[src/rtl/softmax_row_scheduler_pkg.sv]
// Shared types for the softmax row scheduler: FSM states, default widths, row command record.
package softmax_sched_pkg;

  localparam int DEF_AW      = 32;
  localparam int DEF_TOK_W   = 12;
  localparam int DEF_HEAD_W  = 8;
  localparam int DEF_MAX_OUT = 4;

  typedef enum logic [1:0] {
    IDLE  = 2'd0,
    ISSUE = 2'd1,
    DRAIN = 2'd2,
    DONE  = 2'd3
  } sched_state_e;

  typedef struct packed {
    logic [DEF_AW-1:0]     in_addr;
    logic [DEF_AW-1:0]     out_addr;
    logic [DEF_TOK_W-1:0]  len;
    logic [DEF_HEAD_W-1:0] head;
    logic [DEF_TOK_W-1:0]  idx;
    logic                  last;
  } row_cmd_t;

endpackage

[src/rtl/softmax_row_scheduler_if.sv]
// Row command channel between the scheduler (master) and the softmax row engine (slave).
interface softmax_row_scheduler_if
  import softmax_sched_pkg::*;
#(
  parameter int AW     = DEF_AW,
  parameter int TOK_W  = DEF_TOK_W,
  parameter int HEAD_W = DEF_HEAD_W
) ();

  logic              valid;
  logic              ready;
  logic [AW-1:0]     in_addr;
  logic [AW-1:0]     out_addr;
  logic [TOK_W-1:0]  len;
  logic [HEAD_W-1:0] head;
  logic [TOK_W-1:0]  idx;
  logic              last;
  logic              done;

  modport master (
    output valid, in_addr, out_addr, len, head, idx, last,
    input  ready, done
  );

  modport slave (
    input  valid, in_addr, out_addr, len, head, idx, last,
    output ready, done
  );

endinterface

[src/rtl/softmax_row_scheduler_addr_walker.sv]
// Head/row position and input/output address accumulators; advances one row per step, no multipliers.
module softmax_addr_walker #(
  parameter int AW     = 32,
  parameter int TOK_W  = 12,
  parameter int HEAD_W = 8
) (
  input  logic              clk,
  input  logic              rst_n,
  input  logic              load,
  input  logic              step,
  input  logic [AW-1:0]     in_base,
  input  logic [AW-1:0]     in_head_stride,
  input  logic [AW-1:0]     in_line_stride,
  input  logic [AW-1:0]     out_base,
  input  logic [AW-1:0]     out_head_stride,
  input  logic [AW-1:0]     out_line_stride,
  input  logic [TOK_W-1:0]  rows,
  input  logic [HEAD_W-1:0] heads,
  output logic [AW-1:0]     in_addr,
  output logic [AW-1:0]     out_addr,
  output logic [TOK_W-1:0]  idx,
  output logic [TOK_W-1:0]  idx_next,
  output logic [HEAD_W-1:0] head,
  output logic              last
);

  logic [AW-1:0]     in_hs, in_ls, out_hs, out_ls;
  logic [AW-1:0]     in_hacc, out_hacc;
  logic [TOK_W-1:0]  rows_m1;
  logic [HEAD_W-1:0] heads_m1;
  logic              row_end;

  assign row_end  = (idx == rows_m1);
  assign last     = row_end && (head == heads_m1);
  assign idx_next = row_end ? '0 : idx + TOK_W'(1);

  always_ff @(posedge clk or negedge rst_n) begin
    if (!rst_n) begin
      in_hs    <= '0;
      in_ls    <= '0;
      out_hs   <= '0;
      out_ls   <= '0;
      in_hacc  <= '0;
      out_hacc <= '0;
      rows_m1  <= '0;
      heads_m1 <= '0;
      in_addr  <= '0;
      out_addr <= '0;
      idx      <= '0;
      head     <= '0;
    end else if (load) begin
      in_hs    <= in_head_stride;
      in_ls    <= in_line_stride;
      out_hs   <= out_head_stride;
      out_ls   <= out_line_stride;
      in_hacc  <= in_base;
      out_hacc <= out_base;
      rows_m1  <= rows - TOK_W'(1);
      heads_m1 <= heads - HEAD_W'(1);
      in_addr  <= in_base;
      out_addr <= out_base;
      idx      <= '0;
      head     <= '0;
    end else if (step) begin
      idx <= idx_next;
      // New head restarts from the head accumulator, not from the running row address.
      if (row_end) begin
        head     <= head + HEAD_W'(1);
        in_hacc  <= in_hacc + in_hs;
        out_hacc <= out_hacc + out_hs;
        in_addr  <= in_hacc + in_hs;
        out_addr <= out_hacc + out_hs;
      end else begin
        in_addr  <= in_addr + in_ls;
        out_addr <= out_addr + out_ls;
      end
    end
  end

endmodule

[src/rtl/softmax_row_scheduler.sv]
// Walks heads x rows issuing softmax row commands; first command 1 cycle after start, at most
// MAX_OUTSTANDING unacknowledged rows. Optional perf counters under SOFTMAX_SCHED_PERF_EN.
module softmax_row_scheduler
  import softmax_sched_pkg::*;
#(
  parameter int AW              = DEF_AW,
  parameter int TOK_W           = DEF_TOK_W,
  parameter int HEAD_W          = DEF_HEAD_W,
  parameter int MAX_OUTSTANDING = DEF_MAX_OUT
) (
  input  logic              clk,
  input  logic              rst_n,
  input  logic              cfg_start,
  input  logic [AW-1:0]     cfg_in_base,
  input  logic [AW-1:0]     cfg_in_head_stride,
  input  logic [AW-1:0]     cfg_in_line_stride,
  input  logic [AW-1:0]     cfg_out_base,
  input  logic [AW-1:0]     cfg_out_head_stride,
  input  logic [AW-1:0]     cfg_out_line_stride,
  input  logic [TOK_W-1:0]  cfg_rows,
  input  logic [TOK_W-1:0]  cfg_width,
  input  logic [HEAD_W-1:0] cfg_heads,
  input  logic              cfg_mask_en,
  input  logic [TOK_W-1:0]  cfg_kv_pos,
  output logic              busy,
  output logic              done,
  softmax_row_scheduler_if.master row,
  output logic              err_underflow
`ifdef SOFTMAX_SCHED_PERF_EN
  ,
  output logic [31:0]       perf_busy_cycles,
  output logic [31:0]       perf_stall_cycles
`endif
);

  localparam int OW = $clog2(MAX_OUTSTANDING + 1);
  localparam logic [OW-1:0] OUT_MAX = OW'(MAX_OUTSTANDING);

  sched_state_e      state, state_nxt;
  logic [OW-1:0]     outstanding, outstanding_nxt;
  logic              underflow;
  logic              mask_sh;
  logic [TOK_W-1:0]  kv_sh, width_sh, len_q;
  logic              start_acc, empty_job, row_valid, xfer, step;
  logic [AW-1:0]     w_in, w_out;
  logic [TOK_W-1:0]  w_idx, w_idx_nxt;
  logic [HEAD_W-1:0] w_head;
  logic              w_last;

  function automatic logic [TOK_W-1:0] len_of(input logic [TOK_W-1:0] idx,
                                              input logic mask,
                                              input logic [TOK_W-1:0] kv,
                                              input logic [TOK_W-1:0] width);
    logic [TOK_W+1:0] reach;
    reach = {2'b00, idx} + {2'b00, kv} + (TOK_W+2)'(1);
    if (!mask || reach >= {2'b00, width}) return width;
    return reach[TOK_W-1:0];
  endfunction

  assign start_acc = cfg_start && (state == IDLE);
  assign empty_job = (cfg_rows == '0) || (cfg_heads == '0);
  assign xfer      = row_valid && row.ready;
  assign step      = xfer && !w_last;

  softmax_addr_walker #(
    .AW     (AW),
    .TOK_W  (TOK_W),
    .HEAD_W (HEAD_W)
  ) u_walker (
    .clk             (clk),
    .rst_n           (rst_n),
    .load            (start_acc),
    .step            (step),
    .in_base         (cfg_in_base),
    .in_head_stride  (cfg_in_head_stride),
    .in_line_stride  (cfg_in_line_stride),
    .out_base        (cfg_out_base),
    .out_head_stride (cfg_out_head_stride),
    .out_line_stride (cfg_out_line_stride),
    .rows            (cfg_rows),
    .heads           (cfg_heads),
    .in_addr         (w_in),
    .out_addr        (w_out),
    .idx             (w_idx),
    .idx_next        (w_idx_nxt),
    .head            (w_head),
    .last            (w_last)
  );

  always_ff @(posedge clk or negedge rst_n) begin
    if (!rst_n) begin
      mask_sh  <= 1'b0;
      kv_sh    <= '0;
      width_sh <= '0;
      len_q    <= '0;
    end else if (start_acc) begin
      mask_sh  <= cfg_mask_en;
      kv_sh    <= cfg_kv_pos;
      width_sh <= cfg_width;
      len_q    <= len_of('0, cfg_mask_en, cfg_kv_pos, cfg_width);
    end else if (step) begin
      len_q    <= len_of(w_idx_nxt, mask_sh, kv_sh, width_sh);
    end
  end

  always_comb begin
    outstanding_nxt = outstanding;
    underflow       = 1'b0;
    if (xfer && !row.done) begin
      outstanding_nxt = outstanding + OW'(1);
    end else if (!xfer && row.done) begin
      if (outstanding == '0) underflow = 1'b1;
      else                   outstanding_nxt = outstanding - OW'(1);
    end
  end

  always_ff @(posedge clk or negedge rst_n) begin
    if (!rst_n) begin
      outstanding   <= '0;
      err_underflow <= 1'b0;
    end else begin
      outstanding <= outstanding_nxt;
      if (underflow)      err_underflow <= 1'b1;
      else if (start_acc) err_underflow <= 1'b0;
    end
  end

  always_ff @(posedge clk or negedge rst_n) begin
    if (!rst_n) state <= IDLE;
    else        state <= state_nxt;
  end

  always_comb begin
    state_nxt = state;
    case (state)
      // Empty jobs pass through DRAIN so busy is still seen for one cycle.
      IDLE:    if (start_acc) state_nxt = empty_job ? DRAIN : ISSUE;
      ISSUE:   if (xfer && w_last) state_nxt = DRAIN;
      DRAIN:   if (outstanding_nxt == '0) state_nxt = DONE;
      DONE:    state_nxt = IDLE;
      default: state_nxt = IDLE;
    endcase
  end

  always_comb begin
    busy      = (state == ISSUE) || (state == DRAIN);
    done      = (state == DONE);
    row_valid = (state == ISSUE) && (outstanding < OUT_MAX);
  end

  assign row.valid    = row_valid;
  assign row.in_addr  = w_in;
  assign row.out_addr = w_out;
  assign row.len      = len_q;
  assign row.head     = w_head;
  assign row.idx      = w_idx;
  assign row.last     = row_valid && w_last;

`ifdef SOFTMAX_SCHED_PERF_EN
  logic stall;
  assign stall = (row_valid && !row.ready) || ((state == ISSUE) && (outstanding == OUT_MAX));

  always_ff @(posedge clk or negedge rst_n) begin
    if (!rst_n) begin
      perf_busy_cycles  <= '0;
      perf_stall_cycles <= '0;
    end else if (start_acc) begin
      perf_busy_cycles  <= '0;
      perf_stall_cycles <= '0;
    end else begin
      if (busy && perf_busy_cycles != '1)   perf_busy_cycles  <= perf_busy_cycles + 32'd1;
      if (stall && perf_stall_cycles != '1) perf_stall_cycles <= perf_stall_cycles + 32'd1;
    end
  end
`endif

endmodule

[src/flat_wrapper.sv]
// flat-port wrapper written by rule: the top's interface ports become plain ports
module softmax_row_scheduler_flat import softmax_sched_pkg::*;
#(
  parameter int AW              = DEF_AW,
  parameter int TOK_W           = DEF_TOK_W,
  parameter int HEAD_W          = DEF_HEAD_W,
  parameter int MAX_OUTSTANDING = DEF_MAX_OUT
)
  (clk, rst_n, cfg_start, cfg_in_base, cfg_in_head_stride, cfg_in_line_stride, cfg_out_base, cfg_out_head_stride, cfg_out_line_stride, cfg_rows, cfg_width, cfg_heads, cfg_mask_en, cfg_kv_pos, busy, done, err_underflow, row_valid, row_in_addr, row_out_addr, row_len, row_head, row_idx, row_last, row_ready, row_done);
  softmax_row_scheduler_if #(.AW(AW), .TOK_W(TOK_W), .HEAD_W(HEAD_W)) row_i ();
  input  logic clk;
  input  logic rst_n;
  input  logic cfg_start;
  input  logic [AW-1:0] cfg_in_base;
  input  logic [AW-1:0] cfg_in_head_stride;
  input  logic [AW-1:0] cfg_in_line_stride;
  input  logic [AW-1:0] cfg_out_base;
  input  logic [AW-1:0] cfg_out_head_stride;
  input  logic [AW-1:0] cfg_out_line_stride;
  input  logic [TOK_W-1:0] cfg_rows;
  input  logic [TOK_W-1:0] cfg_width;
  input  logic [HEAD_W-1:0] cfg_heads;
  input  logic cfg_mask_en;
  input  logic [TOK_W-1:0] cfg_kv_pos;
  output logic busy;
  output logic done;
  output logic err_underflow;
  output wire logic [$bits(row_i.valid)-1:0] row_valid;
  output wire logic [$bits(row_i.in_addr)-1:0] row_in_addr;
  output wire logic [$bits(row_i.out_addr)-1:0] row_out_addr;
  output wire logic [$bits(row_i.len)-1:0] row_len;
  output wire logic [$bits(row_i.head)-1:0] row_head;
  output wire logic [$bits(row_i.idx)-1:0] row_idx;
  output wire logic [$bits(row_i.last)-1:0] row_last;
  input wire logic [$bits(row_i.ready)-1:0] row_ready;
  input wire logic [$bits(row_i.done)-1:0] row_done;
  assign row_valid = row_i.valid;
  assign row_in_addr = row_i.in_addr;
  assign row_out_addr = row_i.out_addr;
  assign row_len = row_i.len;
  assign row_head = row_i.head;
  assign row_idx = row_i.idx;
  assign row_last = row_i.last;
  assign row_i.ready = row_ready;
  assign row_i.done = row_done;
  softmax_row_scheduler #(.AW(AW), .TOK_W(TOK_W), .HEAD_W(HEAD_W), .MAX_OUTSTANDING(MAX_OUTSTANDING)) u_core (.clk(clk), .rst_n(rst_n), .cfg_start(cfg_start), .cfg_in_base(cfg_in_base), .cfg_in_head_stride(cfg_in_head_stride), .cfg_in_line_stride(cfg_in_line_stride), .cfg_out_base(cfg_out_base), .cfg_out_head_stride(cfg_out_head_stride), .cfg_out_line_stride(cfg_out_line_stride), .cfg_rows(cfg_rows), .cfg_width(cfg_width), .cfg_heads(cfg_heads), .cfg_mask_en(cfg_mask_en), .cfg_kv_pos(cfg_kv_pos), .busy(busy), .done(done), .row(row_i), .err_underflow(err_underflow));
endmodule
[config.mk]
export PLATFORM = sky130hd
export DESIGN_NAME = softmax_row_scheduler_flat
export DESIGN_NICKNAME = d
export VERILOG_FILES = /design/src/rtl/softmax_row_scheduler_pkg.sv /design/src/rtl/softmax_row_scheduler_if.sv /design/src/rtl/softmax_row_scheduler_addr_walker.sv /design/src/rtl/softmax_row_scheduler.sv /design/src/flat_wrapper.sv
export SDC_FILE = /design/constraint.sdc
export NUM_CORES = 1
export LEC_CHECK = 0
export CORE_UTILIZATION = 45
export DETAILED_ROUTE_END_ITERATION = 12
export DONT_BUFFER_PORTS = 1
export HOLD_SLACK_MARGIN = 0.05
export PLACE_DENSITY = 0.62
export SYNTH_ARGS = -nofsm -noshare
export SYNTH_HDL_FRONTEND = slang
export SYNTH_SLANG_ARGS = --single-unit
[constraint.sdc]
create_clock -name clk -period 5.6 [get_ports clk]
set_clock_uncertainty 0.2 [all_clocks]
set_input_delay 1.12 -clock clk [delete_from_list [all_inputs] [get_ports clk]]
set_output_delay 1.12 -clock clk [all_outputs]
set_load 0.005 [all_outputs]
* Yosys cells after proc, flatten, opt, wreduce, memory -nomap -nowiden
Cells that the tools add are included.
** Storage, ports and cells
- Register bits :: 339
- Bits in latches :: 0
- Memory bits (writable) :: 0
- Bits in read-only memories :: 0
- Bits of input ports :: 242
- Logic and storage cells :: 113
- Memories :: 0
** Cells by class
- Add/sub/neg operators :: 13
- Multipliers :: 0
- Div/mod/pow operators :: 0
- Magnitude comparators :: 3
- Equality and inequality tests :: 8
- Shift-type cells :: 0
- Multiplexer cells :: 42
- Bitwise operators :: 0
- Reductions and logical operators :: 28
** Operators with widths (count)
- $mux 32 :: 12
- $add 32x32->32 :: 4
- $mux 12 :: 9
- $ge 14x12->1 :: 2
- $mux 8 :: 3
- $add 14x1->14 const B :: 1
- $add 12x1->13 const B :: 1
- $add 12x12->13 :: 1
- $add 12x1->12 const B :: 1
- $eq 12x12->1 :: 1
- $logic_not 12->1 :: 1
- $sub 12x1->12 const B :: 1
- $mux 1 :: 10
- $logic_and 1x1->1 :: 9
- $mux 3 :: 3
- $add 8x1->8 const B :: 1
- $eq 8x8->1 :: 1
- $logic_not 8->1 :: 1
- $mux 2 :: 4
- $pmux 2 s4 :: 1
- $sub 8x1->8 const B :: 1
- $logic_not 3->1 :: 2
- $ne 2x1->1 const B :: 3
- $reduce_bool 2->1 :: 3
- 10 further kinds :: 18

* Depth between registers and ports, before layout
Gate-level depths: netlist (run 1).
- Depth in word-level cells :: 12
- Depth in mapped cells :: 28
- Mapped depth without buffers :: 25

* Modules after synthesis
From an unflattened synthesis (run 1), not the netlist that was laid out.
** Unflattened totals
- Cells, all modules :: 2378
- Area, all modules :: 22387.7 sq um
** Modules (own cells, without submodules)
- softmax_addr_walker :: instances 1, cells each 1967, area an instance 18845.6 sq um, seq. area each 7407.1 sq um
- softmax_row_scheduler :: instances 1, cells each 411, area an instance 3542.1 sq um, seq. area each 1076.0 sq um

* Worst setup path after synthesis (run 1)
OpenSTA, ideal clock, no wires.
- Path type :: register -> register
- Start :: register u_core.u_walker.idx[9]
- End :: register u_core.len_q[9] (netlist: u_core.row.len[9])
- Library setup time :: 151 ps
- Arrival time :: 5151 ps
- Setup slack :: 97 ps
- Stages on the path, launching flop included :: 28
- Period minus slack after synthesis :: 5503 ps
- Cells stage by stage :: dfrtp_1 > xor2_1 > nor4_1 > nand3_1 > inv_1 > clkbuf_1 > clkbuf_1 > nor2_1 > ha_1 > inv_1 > fa_1 > nor2b_4 > o21ai_2 > a21boi_2 > o31ai_4 > a21bo_2 > nor3_4 > nand3_2 > xnor2_1 > ha_1 > a211o_1 > nor3_1 > o31a_1 > o211ai_1 > mux2_4 > buf_6 > nor3_1 > a311oi_2
** Between the ends
- Cells in the longest elaborated chain, start to end :: 12
- Elaborated cells on any way between the ends :: 17
- Those cells by class :: add/sub: 3; order compare: 1; eq/ne: 1; mux: 7; reduce/logical: 5
** Ends and longest elaborated chain
- from (decl) :: line softmax_row_scheduler_addr_walker.sv:21 : output logic [TOK_W-1:0] idx,
- from (signal assigned) :: line softmax_row_scheduler_addr_walker.sv:65 : idx <= idx_next;
- $add 12x1->12 / $eq 12x12->1 (equally long branches) :: line softmax_row_scheduler_addr_walker.sv:35, softmax_row_scheduler_addr_walker.sv:33
- $mux 12 :: line softmax_row_scheduler_addr_walker.sv:35 : assign idx_next = row_end ? '0 : idx + TOK_W'(1);
- $add 12x12->13 :: line softmax_row_scheduler.sv:55 : reach = {2'b00, idx} + {2'b00, kv} + (TOK_W+2)'(1);
- $add 14x1->14 :: line softmax_row_scheduler.sv:55
- $ge 14x12->1 :: line softmax_row_scheduler.sv:56 : if (!mask || reach >= {2'b00, width}) return width;
- $logic_or 1x1->1 :: line softmax_row_scheduler.sv:56
- $mux 1 :: line softmax_row_scheduler.sv:56
- $mux 1 :: line softmax_row_scheduler.sv:101 : end else if (step) begin
- $mux 1 :: line softmax_row_scheduler.sv:96 : end else if (start_acc) begin
- $mux 12 :: line softmax_row_scheduler.sv:57 : return reach[TOK_W-1:0];
- $mux 12 :: line softmax_row_scheduler.sv:101
- $mux 12 :: line softmax_row_scheduler.sv:96
- to (signal assigned) :: line softmax_row_scheduler.sv:100 : len_q <= len_of('0, cfg_mask_en, cfg_kv_pos, cfg_width);
- to (signal assigned) :: line softmax_row_scheduler.sv:102 : len_q <= len_of(w_idx_nxt, mask_sh, kv_sh, width_sh);
- to (decl) :: line softmax_row_scheduler.sv:43 : logic [TOK_W-1:0] kv_sh, width_sh, len_q;
Parallel ways exist; a longest one is shown, timed or not. The select of a mux whose other input is x is not followed.
A chain may end at the register's enable or synchronous reset.

* Worst setup path in the final report (run 1)
- Start :: register u_core.u_walker.idx[4]
- End :: register u_core.len_q[11] (netlist: u_core.row.len[11])
Same word-level chain as after synthesis.

==> key figures, run 1 <==
Run status
  • Status: completed

CTS
  • Number of clock buffers inserted by TritonCTS: 42
  • Clock edge transition at the registers on the reported setup and hold paths: 60 ps
  • Maximum level of the CTS H-tree: 2
  • Clock network latency to the later pin of the worst-skew pair: 570 ps
  • Num Clock Sinks: 339
  • CTS tree: built
  • Max Root-Sink Buffers: 3
  • CTS root buf: sky130_fd_sc_hd__clkbuf_16

Worst setup path
  • Startpoint class of the critical path: flip-flop
  • Worst Path Required: 5790 ps
  • Slowest-stage cell, CP: sky130_fd_sc_hd__dfrtp_1
  • Critical path capture point type: flip-flop
  • Number of cell instances on the worst register-to-register path: 22
  • Setup CP Type: flip-flop to flip-flop
  • Worst-path maximum fanout: 19
  • Largest incremental delay on the critical path: 390 ps
  • Cell Chain, Critical Path: xor2_1, nor4_2, nand3_2, inv_2, buf_4, nor2_1, ha_1, o21a_1, o31ai_4, a21oi_2, xor2_1, nand2_1, nor2_1, xnor2_1, ha_1, a21o_1, a21oi_1, o31a_1, o211ai_1, mux2_4, nor3_1, a311oi_2
  • Arrival time at the worst endpoint: 5540 ps
  • Reg-to-reg setup timing slack: 260 ps

Global route
  • Leftover overflow at the end of global routing: 0
  • Number of global-route vias before repair: 18.75k
  • Wire length of the first global-routing pass: 104600 um
  • Pin count of the biggest net entering global routing: 242
  • Overall routing resource usage: 26.46%
  • Antenna violations before repair: 2

Synth
  • Post-Synthesis Cell Area: 22420 um^2
  • Post-synthesis async set-or-reset flop share: 100.0%
  • Count of warnings emitted by yosys: 0
  • Number of enable-type register cells in the synthesized netlist: 0
  • Most frequently used cell type in the post-synthesis netlist: sky130_fd_sc_hd__nand2_1
  • Net count of the mapped netlist: 3084
  • Sequential element share of the synthesized area: 37.83%
  • Instance count of the mapped netlist: 2662
  • Post-synth top flop: sky130_fd_sc_hd__dfrtp_1
  • Area contributors post-synth: sky130_fd_sc_hd__dfrtp_1 38%, sky130_fd_sc_hd__nand2_1 11%, sky130_fd_sc_hd__ha_1 9.8%
  • Yosys top cell by area: sky130_fd_sc_hd__dfrtp_1
  • Synth cell count leaders: 667 x sky130_fd_sc_hd__nand2_1, 339 x sky130_fd_sc_hd__dfrtp_1, 180 x sky130_fd_sc_hd__o21ai_0
  • Post-synthesis average cell area: 8.423 um^2
  • Area share of the largest cell type after synthesis: 37.83%
  • Unique cell type count in the Yosys netlist: 84
  • Count of state elements after synthesis: 339

Timing
  • Final number of max-transition violations: 0
  • Max Clk Rate: 0.1871 GHz
  • Endpoints failing setup: 0
  • Hold Vio Cnt, Final: 0
  • Fin crit period: 5344 ps
  • Max_slew headroom: 14.66%
  • Worst Tran Pin Value: 1272 ps
  • Share of the clock period used by the worst path: 95.43%
  • Total Negative Setup Slacks: 0 ps

Placement
  • Number of instances in the placed design: 3241
  • Global placer's final weighted congestion: 0.9318
  • Port bufs: 0
  • HPWL after detailed placement: 49770 um

Die
  • Area of the die: 50720 um^2
  • Width of the die: 225.2 um
  • Starting utilization of the core area: 45.71%
  • Number of rows created at floorplan: 81
  • Core footprint: 49050 um^2
  • Ports: 343
  • Die extent in y: 225.2 um

Cells and area
  • Fraction of layout instances using a drive strength above 1: 6.551%
  • Area Overhead vs Synth: 10.54%
  • Fin cells: 3322
  • Number of nets at the end of the flow: 3047

Flow run
  • Max Cap Viol: 0

Routing
  • DRC violation total after the first TritonRoute iteration: 1311
  • Detail Route Antenna Nets: 0
  • Number of remaining DRC errors: 0
  • Average wire length per cell after detail routing: 20.62 um
  • Detailed Routing Iterations Pass 1: 6
  • Final WL: 68500 um
  • Drt via density: 5.785
  • Via count: 19.22k

Min path
  • Worst min-delay path category: input pin to asynchronous set/reset pin

Pwr
  • Leakage dissipation: 11.72 nW
  • Pwr per Cell Area: 693.1 nW/um^2
  • Worst vdd ir: 0.3660 mV
routing by layer:
layer	share of wire, %	wire [um]	global-route usage [%]
met1	42	28990	33.30
met5	0.019	13	0
met2	47	32310	44.12
met4	3.2	2192	9.568
met3	7.3	4993	6.193
layout by cell type, fill, tap and decap left out, types with 16 or more instances in the layout:
cell type                     n
sky130_fd_sc_hd__a211oi_1    19
sky130_fd_sc_hd__o21a_1      20
sky130_fd_sc_hd__nor2b_1     16
sky130_fd_sc_hd__o21ai_0    180
sky130_fd_sc_hd__nor2_1     152
sky130_fd_sc_hd__o22ai_1     22
sky130_fd_sc_hd__nand2b_1    18
sky130_fd_sc_hd__o211ai_1    27
sky130_fd_sc_hd__inv_1       75
sky130_fd_sc_hd__nand2_1    665
sky130_fd_sc_hd__nor3_1      26
sky130_fd_sc_hd__clkbuf_16   45
sky130_fd_sc_hd__xnor2_1    120
sky130_fd_sc_hd__nand3_1     57
sky130_fd_sc_hd__dfrtp_1    338
sky130_fd_sc_hd__a21oi_1    178
sky130_fd_sc_hd__xor2_1      73
sky130_fd_sc_hd__ha_1       175
sky130_fd_sc_hd__a31oi_1     29
sky130_fd_sc_hd__mux2i_1     46
sky130_fd_sc_hd__and3_1      16
sky130_fd_sc_hd__a21o_1      60
sky130_fd_sc_hd__buf_4       26
power breakdown:
group | internal, mW | leakage [nW] | total (mW) | switching (mW)
sequential | 3.57 | 4.18 | 4.58 | 1.01
clock | 1.94 | 0.764 | 3.07 | 1.13
combinational | 3.93 | 6.77 | 9.53 | 5.59
total | 9.45 | 11.7 | 17.2 | 7.73
area by class of cell:
cell class / count / area [um^2]
multi-input combinational: 2137 / 13370
clock buffer: 55 / 1214
antenna: 2 / 5.005
inverter: 76 / 285.3
timing repair buffer: 29 / 262.8
clock inverter: 20 / 339.1
tap: 664 / 830.8
sequential: 339 / 8484
fill: 4670 / 24270
critical path, delay by kind of cell (launching register included):
kind                       cells  cell delay [ps]
buffers and inverters          2              420
muxes                          1              390
AOI/OAI and AO/OA              8             1200
and+or+nand+nor                6             1180
adders and majority gates      2              650
xor gates and xnor gates       3              740
DFF                            1              390
metrics by stage:
step | utilization (%) | hold WS (ps) | setup WS (ps) | cell area, um^2 | power [mW]
6_report | 50.53 | 114.3 | 255.9 | 24790 | 17.18
5_1_grt | 50.52 | 72.17 | -116.1 | 24780 | 18.57
4_1_cts | 50.25 | 56.70 | 98.25 | 24650 | 17.09
3_5_place_dp | 47.03 | 269.8 | 122.8 | 23070 | 13.89
3_3_place_gp | 47.03 | 266.5 | 220.0 | 23070 | 13.65
2_1_floorplan | - | 246.7 | 97.20 | 22420 | 11.64
path summary, 6_finish.rpt:
| kind | from | endpoint |
|---|---|---|
| worst min register to register | u_core.u_walker.out_ls[6] | u_core.u_walker.out_ls[6] |
| min in group clk | u_core.u_walker.out_ls[6] | u_core.u_walker.out_ls[6] |
| worst max-delay path | u_core.u_walker.idx[4] | u_core.row.len[11] |
| worst max register to register | u_core.u_walker.idx[4] | u_core.row.len[11] |
| max in group asynchronous | rst_n | u_core.u_walker.out_addr[10] |
| worst min-delay path | rst_n | u_core.u_walker.in_addr[7] |
repair_timing:
item,4_1_cts,5_1_grt
hold buffers,1,0
gates resized for setup,0,18
buffers inserted,0,0
hold endpoints to repair,99,0
endpoints found under the setup margin,0,12
sequential cells by signal (all words and copies together) (netlist names), 12 cells and up:
name / count
u_core.u_walker.in_addr: 32
u_core.u_walker.out_hacc: 32
u_core.u_walker.out_ls: 32
u_core.u_walker.in_ls: 32
u_core.u_walker.idx: 12
u_core.row.len: 12
u_core.u_walker.out_addr: 32
u_core.u_walker.in_hacc: 32
u_core.width_sh: 12
u_core.kv_sh: 12
u_core.u_walker.in_hs: 32
u_core.u_walker.out_hs: 32
u_core.u_walker.rows_m1: 12
cells by family after synthesis:
logic type | Yosys count | synth area share [%]
AOI/OAI and AO/OA | 658 | 18.58
xor gates and xnor gates | 196 | 7.656
adders and majority gates | 180 | 10.21
buffers and inverters | 189 | 3.348
DFF | 339 | 37.83
muxes | 56 | 2.572
and+or+nand+nor | 1044 | 19.80
(Power assumes the default switching activity.)
==> run 2: changes to the inputs <==
--- a/config.mk
+++ b/config.mk
@@ -8,7 +8,9 @@
 export CORE_UTILIZATION = 45
 export DETAILED_ROUTE_END_ITERATION = 12
 export DONT_BUFFER_PORTS = 1
+export GPL_TIMING_DRIVEN = 0
 export HOLD_SLACK_MARGIN = 0.05
+export MAX_ROUTING_LAYER = met4
 export PLACE_DENSITY = 0.62
 export SYNTH_ARGS = -nofsm -noshare
 export SYNTH_HDL_FRONTEND = slang
==> run 2 against run 1 <==
Against the previous run:
- the flow now finishes with violations (setup timing)
- worst hold slack worse by 27 ps
- non-clock buffer count is 111 higher
- first-iteration DRC count is 38% higher
- sequential power is 3% higher
- setup slack worse by 270 ps
- critical path depth is 2 higher
- global-route usage is 8.0 points higher
- die area stayed put
- largest power group unchanged
==> key figures, run 2 (synthesis gave the netlist of run 1 again) <==
Timing
  • Share of the clock period used by the worst path: 100.2% (was 95.43%)
  • Endpoints failing setup: 2 (was 0)
  • Final number of max-transition violations: 0 (unchanged)
  • Worst Tran Pin Value: 1283 ps (was 1272 ps)
  • Max_slew headroom: 14.18% (was 14.66%)
  • Worst setup slack after layout: -11.00 ps (was 255.9 ps)
  • Max Clk Rate: 0.1782 GHz (was 0.1871 GHz)
  • Setup repair after global routing missed its margin: yes
  • Total Negative Setup Slacks: -14.11 ps (was 0 ps)
  • Fin crit period: 5611 ps (was 5344 ps)
  • Hold Vio Cnt, Final: 0 (unchanged)

Worst setup path
  • Cell family contributing the most delay on the critical path: compound AO/OA/AOI/OAI gates (unchanged)
  • Arrival time at the worst endpoint: 5820 ps (was 5540 ps)
  • Critical R2R Launch: u_core.u_walker.idx[9] (was u_core.u_walker.idx[4])
  • Largest incremental delay on the critical path: 460 ps (was 390 ps)
  • Worst reg2reg endpoint: u_core.row.len[1] (was u_core.row.len[11])
  • Most frequent CP cell: sky130_fd_sc_hd__o21a_1
  • Levels on crit path: 24 (was 22)
  • Slowest-stage cell, CP: sky130_fd_sc_hd__dfrtp_2 (was sky130_fd_sc_hd__dfrtp_1)
  • Buffers and inverters on the worst path: 5 (was 2)
  • Cell Chain, Critical Path: xor2_1, nor4_1, nand3_1, buf_6, inv_8, buf_2, nor2_1, ha_1, o21a_1, o31ai_4, a21bo_4, nor3_4, buf_4, nand2_1, xnor2_2, ha_2, o21a_1, o2111ai_2, o31a_1, o211ai_1, mux2_4, buf_12, mux2i_1, o21ai_1 (was xor2_1, nor4_2, nand3_2, inv_2, buf_4, nor2_1, ha_1, o21a_1, o31ai_4, a21oi_2, xor2_1, nand2_1, nor2_1, xnor2_1, ha_1, a21o_1, a21oi_1, o31a_1, o211ai_1, mux2_4, nor3_1, a311oi_2)
  • Worst Path Required: 5810 ps (was 5790 ps)
  • Startpoint class of the critical path: flip-flop (unchanged)
  • Number of cell instances on the worst register-to-register path: 24 (was 22)
  • Worst-path maximum fanout: 10 (was 19)
  • Setup CP Type: flip-flop to flip-flop (unchanged)
  • Critical path capture point type: flip-flop (unchanged)
  • Reg-to-reg setup timing slack: -10 ps (was 260 ps)

CTS
  • Max Root-Sink Buffers: 3 (unchanged)
  • Clock network latency to the later pin of the worst-skew pair: 580 ps (was 570 ps)
  • CTS tree: built (unchanged)
  • Number of clock buffers inserted by TritonCTS: 41 (was 42)
  • Num Clock Sinks: 339 (unchanged)
  • Clock edge transition at the registers on the reported setup and hold paths: 60 ps (about the same)
  • CTS root buf: sky130_fd_sc_hd__clkbuf_16 (unchanged)
  • Maximum level of the CTS H-tree: 2 (unchanged)

Die
  • Area of the die: 50720 um^2 (unchanged)
  • Ports: 343 (unchanged)
  • Core footprint: 49050 um^2 (unchanged)
  • Starting utilization of the core area: 45.71% (unchanged)
  • Width of the die: 225.2 um (unchanged)
  • Number of rows created at floorplan: 81 (unchanged)
  • Die extent in y: 225.2 um (unchanged)

Global route
  • Wire length of the first global-routing pass: 124800 um (was 104600 um)
  • Number of global-route vias before repair: 19.95k (was 18.75k)
  • Pin count of the biggest net entering global routing: 144 (was 242)
  • Overall routing resource usage: 34.41% (was 26.46%)
  • Leftover overflow at the end of global routing: 0 (unchanged)
  • Antenna violations before repair: 13 (was 2)

Run status
  • Status: finished with violations (was completed)
  • Failing checks: setup timing

Routing
  • DRC violation total after the first TritonRoute iteration: 1811 (was 1311)
  • Number of remaining DRC errors: 0 (unchanged)
  • Average wire length per cell after detail routing: 24.88 um (was 20.62 um)
  • Detail Route Antenna Nets: 0 (unchanged)
  • Drt via density: 5.970 (was 5.785)
  • Final WL: 85610 um (was 68500 um)
  • Detailed Routing Iterations Pass 1: 6 (unchanged)
  • Via count: 20.54k (was 19.22k)

Cells and area
  • Fraction of layout instances using a drive strength above 1: 6.766% (was 6.551%)
  • Area Overhead vs Synth: 12.52% (was 10.54%)
  • Number of nets at the end of the flow: 3154 (was 3047)
  • Most common cell after layout, fill and taps aside: sky130_fd_sc_hd__nand2_1 (unchanged)
  • Finished Cell Area: 25230 um^2 (was 24790 um^2)
  • Top library cells by usage in the layout, fill and taps aside: 667 x sky130_fd_sc_hd__nand2_1, 331 x sky130_fd_sc_hd__dfrtp_1, 180 x sky130_fd_sc_hd__o21ai_0 (was 665 x sky130_fd_sc_hd__nand2_1, 338 x sky130_fd_sc_hd__dfrtp_1, 180 x sky130_fd_sc_hd__o21ai_0)

Min path
  • Worst min-delay path category: input pin to asynchronous set/reset pin (unchanged)

Placement
  • Global placer's final weighted congestion: 0.9539 (was 0.9318)
  • HPWL after detailed placement: 63190 um (was 49770 um)
  • Port bufs: 0 (unchanged)
  • Placement Cell Area: 23250 um^2 (was 23070 um^2)
  • Minimum setup slack after placement: -1799 ps (was 122.8 ps)

Pwr
  • Worst vdd ir: 0.3303 mV (was 0.3660 mV)
  • Pwr per Cell Area: 700.2 nW/um^2 (was 693.1 nW/um^2)
  • Leakage dissipation: 11.84 nW (was 11.72 nW)

Flow run
  • Max Cap Viol: 0 (unchanged)
==> run 2: area by class of cell <==
type / instances / area (um^2)
Clock buffer: 61 / 1214
Sequential cell: 339 / 8493
Clock inverter: 14 / 156.4
Fill cell: 4731 / 23820
Tap cell: 664 / 830.8
Buffer: 111 / 519.2
Timing Repair Buffer: 29 / 286.5
Inverter: 76 / 292.8
Multi-Input combinational cell: 2134 / 13410
Antenna cell: 13 / 32.53
==> run 2: power breakdown <==
part	leakage (nW)	internal, mW	switching, mW
Clock	0.668	1.64	1.14
Sequential	4.17	3.57	1.13
Combinational	7.00	4.09	6.10
Total	11.8	9.30	8.37
==> run 2: stage by stage <==
| step | utilization [%] | hold WS (ps) | total power, mW | std cells |
|---|---|---|---|---|
| floorplan | - | 246.7 | 11.64 | 2662 |
| global placement | 47.41 | 264.4 | 14.13 | 3326 |
| detailed placement | 47.41 | 271.5 | 14.34 | 3326 |
| CTS | 51.23 | 50.34 | 17.43 | 3425 |
| global route | 51.43 | 62.62 | 18.92 | 3440 |
| finish | 51.44 | 87.67 | 17.67 | 3441 |
==> run 2: repair_timing <==
item | CTS | global route
endpoints found under the hold margin | 143 | 0
gates cloned | 1 | 0
pin swaps | 18 | 22
setup buffers | 16 | 5
endpoints found under the setup margin | 12 | 12
hold buffers | 7 | 0
resized for setup | 61 | 16
==> run 2: how the worst max path moves through the flow <==
stage / start / endpoint
final: u_core.u_walker.idx[9] / u_core.row.len[1]
after global routing: u_core.u_walker.idx[4] / u_core.row.len[1]
after floorplan: u_core.u_walker.idx[9] / u_core.row.len[9]
after detailed placement: u_core.u_walker.idx[0] / u_core.row.len[11]
after global placement: u_core.u_walker.idx[0] / u_core.row.len[11]
after CTS: u_core.u_walker.idx[9] / u_core.row.len[1]
==> run 2: layer usage <==
metal	routed length [um]	vias to the layer above	GRT usage, %
met5	0	-	-
met4	3499	0	13.47
met3	8488	195	10.12
li1	-	9414	-
met2	39120	873	53.42
met1	34500	10061	41.99
==> edit 1 (settings of run 2) <==
The package constant `DEF_HEAD_W` goes from 8 to 12.
--- a/src/rtl/softmax_row_scheduler_pkg.sv
+++ b/src/rtl/softmax_row_scheduler_pkg.sv
@@ -5,3 +5,3 @@
   localparam int DEF_TOK_W   = 12;
-  localparam int DEF_HEAD_W  = 8;
+  localparam int DEF_HEAD_W  = 12;
   localparam int DEF_MAX_OUT = 4;
Interface: changed (resized cfg_heads and row_head); port bits go from 343 to 351. The function was not compared with the original's and may differ.
==> edit 1 against run 2 <==
- synthesized area is 3.3% higher
- sequential cell count is 8 higher
- critical path type unchanged
- largest cell class unchanged
- count of clock-buffer cells in the layout shrank 6
- design area up 4.5%
- clock power rose by 5%
- first-iteration DRC count is 13% higher
- sequential power up 2%
- non-clock buffer count grew 17
- wire length increased by 10%
- worst setup slack worse by 0.16 ns
- power rose by 5.2%
- sequential share of layout area shrank 0.69 points
- the flow still finishes with violations (negative setup slack)
==> edit 1: results (changes against run 2) <==
status:
  status: "complete, but fails checks"  # unchanged
  violations: "negative setup slack"  # unchanged
critical_path:
  slowest_stage: "dfrtp_2"  # unchanged
  crit_arrival_ns: 6.01  # was 5.82 ns
  cp_max_fo: 10  # unchanged
  slowest_delay_ns: 0.48  # was 0.46 ns
yosys:
  synth_common_cells: "677 x nand2_1, 347 x dfrtp_1, 209 x o21ai_0"  # was 667 x nand2_1, 339 x dfrtp_1, 180 x o21ai_0
  seq_area_frac_synth_pct: 37.5  # was 37.8%
  synth_top_cells_by_area: "dfrtp_1 38%, nand2_1 11%, ha_1 9.4%"  # was dfrtp_1 38%, nand2_1 11%, ha_1 9.8%
  synthCells: 2781  # was 2662
  async_flop_share_pct: 100  # unchanged
  synth_cell_types: 89  # was 84
  syn_nets: 3206  # was 3084
  ys_warn_count: 0  # unchanged
clocking:
  cts_root_buffer: "clkbuf_16"  # unchanged
  insertion_delay_ns: 0.60  # was 0.58 ns
  clk_pin_slew_ns: 0.06  # about the same
  cts_buffer_depth: 3  # unchanged
  cts_inserted_buffers: 43  # was 41
  htree_num_levels: 2  # unchanged
drt:
  vias: 22200  # was 20500
  drt_iter0_markers: 2044  # was 1811
  drt_wl_total_um: 94500  # was 85600 µm
  firstDrtPassIters: 8  # was 6
  avgViaCountPerCell: 6.18  # was 5.97
timing:
  fin_ws_ns: -0.171  # was -0.0110 ns
  finalSetupViolCount: 12  # was 2
  tightest_slew_ns: 1.32  # was 1.28 ns
final_layout:
  drive_gt1_share_pct: 7.89  # was 6.77%
  nNetsFinal: 3295  # was 3154
global_route:
  grt_pass1_wl_um: 140000  # was 125000 µm
  grt_usage_pct: 36.9  # was 34.4%
  grt_max_degree: 138  # was 144
  grt_pass1_vias: 21800  # was 20000
  antenna_found_initial: 16  # was 13
placed_design:
  dpl.cell_count: 3453  # was 3326
  gp_congestion: 0.979  # was 0.954
  hpwl_um: 70300  # was 63200 µm
  place.port_buffers: 0  # unchanged
  pre_cts_ws_ns: -2.05  # was -1.80 ns
power_and_ir_drop:
  ir_drop_mv: 0.248  # was 0.330 mV
  swShare_pct: 48.0  # was 47.4%
  cellLeakagePower_nw: 12.2  # was 11.8 nW
worst_hold_path:
  min_path_type: "primary input to asynchronous set/reset pin"  # unchanged
==> edit 1: metrics by stage <==
stage | power, mW | setup TNS, ns | util, % | area (µm²)
final | 18.6 | -1.33 | 52.2 | 26400
after global placement | 14.6 | -23.63 | 47.6 | 24000
after CTS | 18.3 | -1.17 | 52.0 | 26300
after detailed placement | 14.8 | -23.92 | 47.6 | 24000
after global routing | 19.9 | -3.36 | 52.2 | 26400
after floorplan | 11.9 | 0 | - | 23200
==> edit 1: area by class of cell <==
class	count	area (µm²)
clock buffers	55	1210
fillers	4796	24100
flip-flops and latches	347	8690
multi-input cells	2247	14100
inverters	74	278
diodes	14	35.0
clock inverters	22	233
well taps	672	841
plain buffers	110	490
repair buffers	47	460
==> edit 1: what timing repair did <==
item / 4_1_cts / 5_1_grt
buffers inserted: 37 / 5
setup endpoints to repair: 12 / 12
hold buffers: 5 / 0
endpoints found under the hold margin: 137 / 0
resized for setup: 72 / 23
cloned: 1 / 0
pin swaps: 46 / 31
==> edit 1: metal layers <==
metal  track usage, %  part of all wire, %
met3             9.67                   10
met4             15.3                  4.3
met2             56.1                   45
met5                -                    0
met1             46.4                   41
==> edit 1: cells by family after synthesis <==
group / Yosys count / synth area share, %
AO/OA/AOI/OAI: 740 / 20.1
buffers and inverters: 187 / 3.10
AND/OR/NAND/NOR: 1104 / 20.7
adder cells (fa/ha/maj): 179 / 9.84
XOR/XNOR: 183 / 6.99
flip-flops: 347 / 37.5
multiplexers: 41 / 1.84
==> edit 1: critical path: cells and delay by family (launching register included) <==
family                     cells  cell delay (ns)
AOI/OAI and AO/OA              5             1.22
xor gates and xnor gates       2             0.36
adders and majority gates      2             0.68
buffers and inverters          3             0.56
DFF                            1             0.48
muxes                          2             0.47
and+or+nand+nor                8             1.63
==> edit 1: final timing paths <==
kind / from / endpoint / slack (ns) / cells past startpoint
max: u_core.u_walker.idx[5] / u_core.row.len[6] / -0.17 / 22
min: rst_n / u_core.u_walker.in_addr[0] / 0.18 / 1
max reg2reg: u_core.u_walker.idx[5] / u_core.row.len[6] / -0.17 / 22
min reg2reg: u_core.u_walker.in_ls[30] / u_core.u_walker.in_ls[30] / 0.28 / 2
max in group asynchronous: rst_n / u_core.u_walker.out_ls[9] / 4.37 / 1
min in group clk: u_core.u_walker.in_ls[30] / u_core.u_walker.in_ls[30] / 0.28 / 2
==> edit 1: power by group through the flow <==
stage | combinational (mW) | sequential, mW | clock (mW)
finish | 10.9 | 4.78 | 2.92
global placement | 9.89 | 4.75 | 0
CTS | 10.6 | 4.74 | 2.94
global route | 12.0 | 4.88 | 3.03
floorplan | 7.63 | 4.27 | 0
detailed placement | 10.1 | 4.75 | 0
==> edit 2 (settings of run 2) <==
Without the edit above. Register the input `cfg_rows` before use. The logic sees it one clock later. The other inputs are not delayed to match.
--- a/src/rtl/softmax_row_scheduler.sv
+++ b/src/rtl/softmax_row_scheduler.sv
@@ -38,2 +38,8 @@
 
+  logic [TOK_W-1:0] cfg_rows_q;
+
+  always_ff @(posedge clk) begin
+    cfg_rows_q <= cfg_rows;
+  end
+
   sched_state_e      state, state_nxt;
@@ -60,3 +66,3 @@
   assign start_acc = cfg_start && (state == IDLE);
-  assign empty_job = (cfg_rows == '0) || (cfg_heads == '0);
+  assign empty_job = (cfg_rows_q == '0) || (cfg_heads == '0);
   assign xfer      = row_valid && row.ready;
@@ -79,3 +85,3 @@
     .out_line_stride (cfg_out_line_stride),
-    .rows            (cfg_rows),
+    .rows            (cfg_rows_q),
     .heads           (cfg_heads),
Behaviour: not the same (Yosys sat finds a counterexample within 4 cycles, from zero or initial values and one cycle with rst_n low).
==> edit 2 against run 2 <==
- the flow still finishes with violations (negative setup slack)
- highest routed layer unchanged
- synthesized area up 0.89%
- critical path depth decreased by 1
- power shrank 0.57%
- wire length up 0.38%
- design area up 0.99%
- worst setup slack worse by 0.23 ns
- largest power group unchanged
- largest cell class unchanged
- sequential cell count is 12 higher
==> edit 2: results (changes against run 2) <==
yosys:
  synth_cell_types: 71  # was 84
  async_flop_share_pct: 96.6  # was 100%
  syn_avg_cell_area_um2: 8.52  # was 8.42 µm²
  synth_common_cells: "640 x nand2_1, 339 x dfrtp_1, 189 x o21ai_0"  # was 667 x nand2_1, 339 x dfrtp_1, 180 x o21ai_0
  seq_area_frac_synth_pct: 38.6  # was 37.8%
  synth_top_flop_cell: "dfrtp_1"  # unchanged
  yosysTopAreaCellShare_pct: 37.5  # was 37.8%
  synth_top_cells_by_area: "dfrtp_1 38%, nand2_1 11%, ha_1 9.7%"  # was dfrtp_1 38%, nand2_1 11%, ha_1 9.8%
critical_path:
  crit_family: "compound AO/OA/AOI/OAI gates"  # unchanged
  cp_max_fo: 6  # was 10
  reg2regPathDepth: 23  # was 24
  r2r-end: "u_core.row.len[10]"  # was u_core.row.len[1]
  slowest_stage: "dfrtp_2"  # unchanged
  crit_arrival_ns: 6.09  # was 5.82 ns
  slowest_delay_ns: 0.49  # was 0.46 ns
  timing.rr.start: "u_core.u_walker.idx[7]"  # was u_core.u_walker.idx[9]
final_layout:
  drive_gt1_share_pct: 5.70  # was 6.77%
  nNetsFinal: 3144  # was 3154
  final_cells: 3433  # was 3441
clocking:
  cts_root_buffer: "clkbuf_16"  # unchanged
  clk_pin_slew_ns: 0.06  # about the same
  cts_inserted_buffers: 43  # was 41
  htree_num_levels: 2  # unchanged
  cts_buffer_depth: 3  # unchanged
drt:
  avgViaCountPerCell: 5.92  # was 5.97
  drt_iter0_markers: 1573  # was 1811
  drt_wl_total_um: 85900  # was 85600 µm
  firstDrtPassIters: 5  # was 6
timing:
  hold_slack_ns: 0.0889  # was 0.0877 ns
  tns_ns: -2.04  # was -0.0141 ns
  fin_ws_ns: -0.239  # was -0.0110 ns
  relSlewSlack_pct: 6.47  # was 14.2%
  finalSetupViolCount: 12  # was 2
global_route:
  grt_max_degree: 174  # was 144
  antenna_found_initial: 16  # was 13
  grt_pass1_wl_um: 126000  # was 125000 µm
  grt_pass1_vias: 19800  # was 20000
  grt_usage_pct: 34.4  # about the same
placed_design:
  dpl.cell_count: 3320  # was 3326
  gp_congestion: 0.949  # was 0.954
  hpwl_um: 64000  # was 63200 µm
worst_hold_path:
  min_path_type: "primary input to asynchronous set/reset pin"  # unchanged
power_and_ir_drop:
  ir_drop_mv: 0.391  # was 0.330 mV
  switchingPower_mw: 8.18  # was 8.37 mW
  cellLeakagePower_nw: 12.3  # was 11.8 nW
status:
  violations: "negative setup slack"  # unchanged
  status: "complete, but fails checks"  # unchanged
-- edit 2: cell types whose count changed in the layout (fill, tap and decap cells not counted), sizes merged, moves of 12 or more --
| cell | run 2 | this run |
|---|---|---|
| a21o | 63 | 87 |
| a221o | 4 | 20 |
| dfxtp | 0 | 12 |
| mux2i | 46 | 74 |
| nand2 | 667 | 640 |
| nand3 | 59 | 46 |
| o22ai | 22 | 5 |
-- edit 2: repair_timing --
| action | CTS | global route |
|---|---|---|
| pin swaps | 17 | 17 |
| setup buffers | 13 | 6 |
| endpoints found under the setup margin | 12 | 12 |
| hold buffers | 5 | 0 |
| resized for setup | 32 | 19 |
| cloned | 0 | 0 |
| endpoints found under the hold margin | 173 | 0 |
-- edit 2: layout make-up --
cell class	instances	area [µm²]
flip-flops and latches	351	8740
fillers	4765	23800
clock buffers	65	1280
clock inverters	12	156
multi-input cells	2129	13500
repair buffers	24	231
well taps	664	831
plain buffers	100	404
diodes	15	37.5
inverters	73	274
-- edit 2: routing by layer --
layer  routed length, µm  track usage (%)
met1               36900             45.0
met2               38500             52.4
met3                7480             7.56
met4                3020             11.9
met5                   0                -
-- edit 2: power groups by stage --
stage | combinational [mW] | clock, mW | sequential [mW]
finish | 9.91 | 2.88 | 4.78
global route | 10.9 | 3.01 | 4.87
CTS | 9.69 | 2.91 | 4.74
detailed placement | 9.45 | 0 | 4.77
global placement | 9.27 | 0 | 4.75
floorplan | 7.30 | 0 | 4.28
-- edit 2: how the worst max path moves through the flow --
| stage | start | endpoint | slack (ns) | cells after the start |
|---|---|---|---|---|
| detailed placement | u_core.u_walker.idx[7] | u_core.row.len[2] | -1.28 | 22 |
| floorplan | u_core.u_walker.idx[5] | u_core.row.len[10] | 0.008 | 24 |
| finish | u_core.u_walker.idx[7] | u_core.row.len[10] | -0.24 | 23 |
| global placement | u_core.u_walker.idx[7] | u_core.row.len[2] | -1.24 | 22 |
| CTS | u_core.u_walker.idx[4] | u_core.row.len[10] | -0.32 | 25 |
| global route | u_core.u_walker.idx[7] | u_core.row.len[10] | -0.45 | 23 |
-- edit 2: cells by family after synthesis --
kind of cell               Yosys count  synth area share, %
adders and majority gates          180                 10.1
xor gates and xnor gates           195                 7.55
DFF                                351                 38.6
muxes                               78                 3.47
AOI/OAI and AO/OA                  667                 18.4
buffers and inverters              176                 2.93
and+or+nand+nor                   1009                 19.0
-- edit 2: per-stage QoR --
stage	setup slack (ns)	total power [mW]	util, %	instance area (µm²)
global placement	-1.24	14.0	47.8	23500
global route	-0.453	18.8	51.7	25500
detailed placement	-1.28	14.2	47.8	23600
floorplan	0.00793	11.6	-	22700
finish	-0.239	17.6	51.7	25500
CTS	-0.317	17.3	51.4	25300
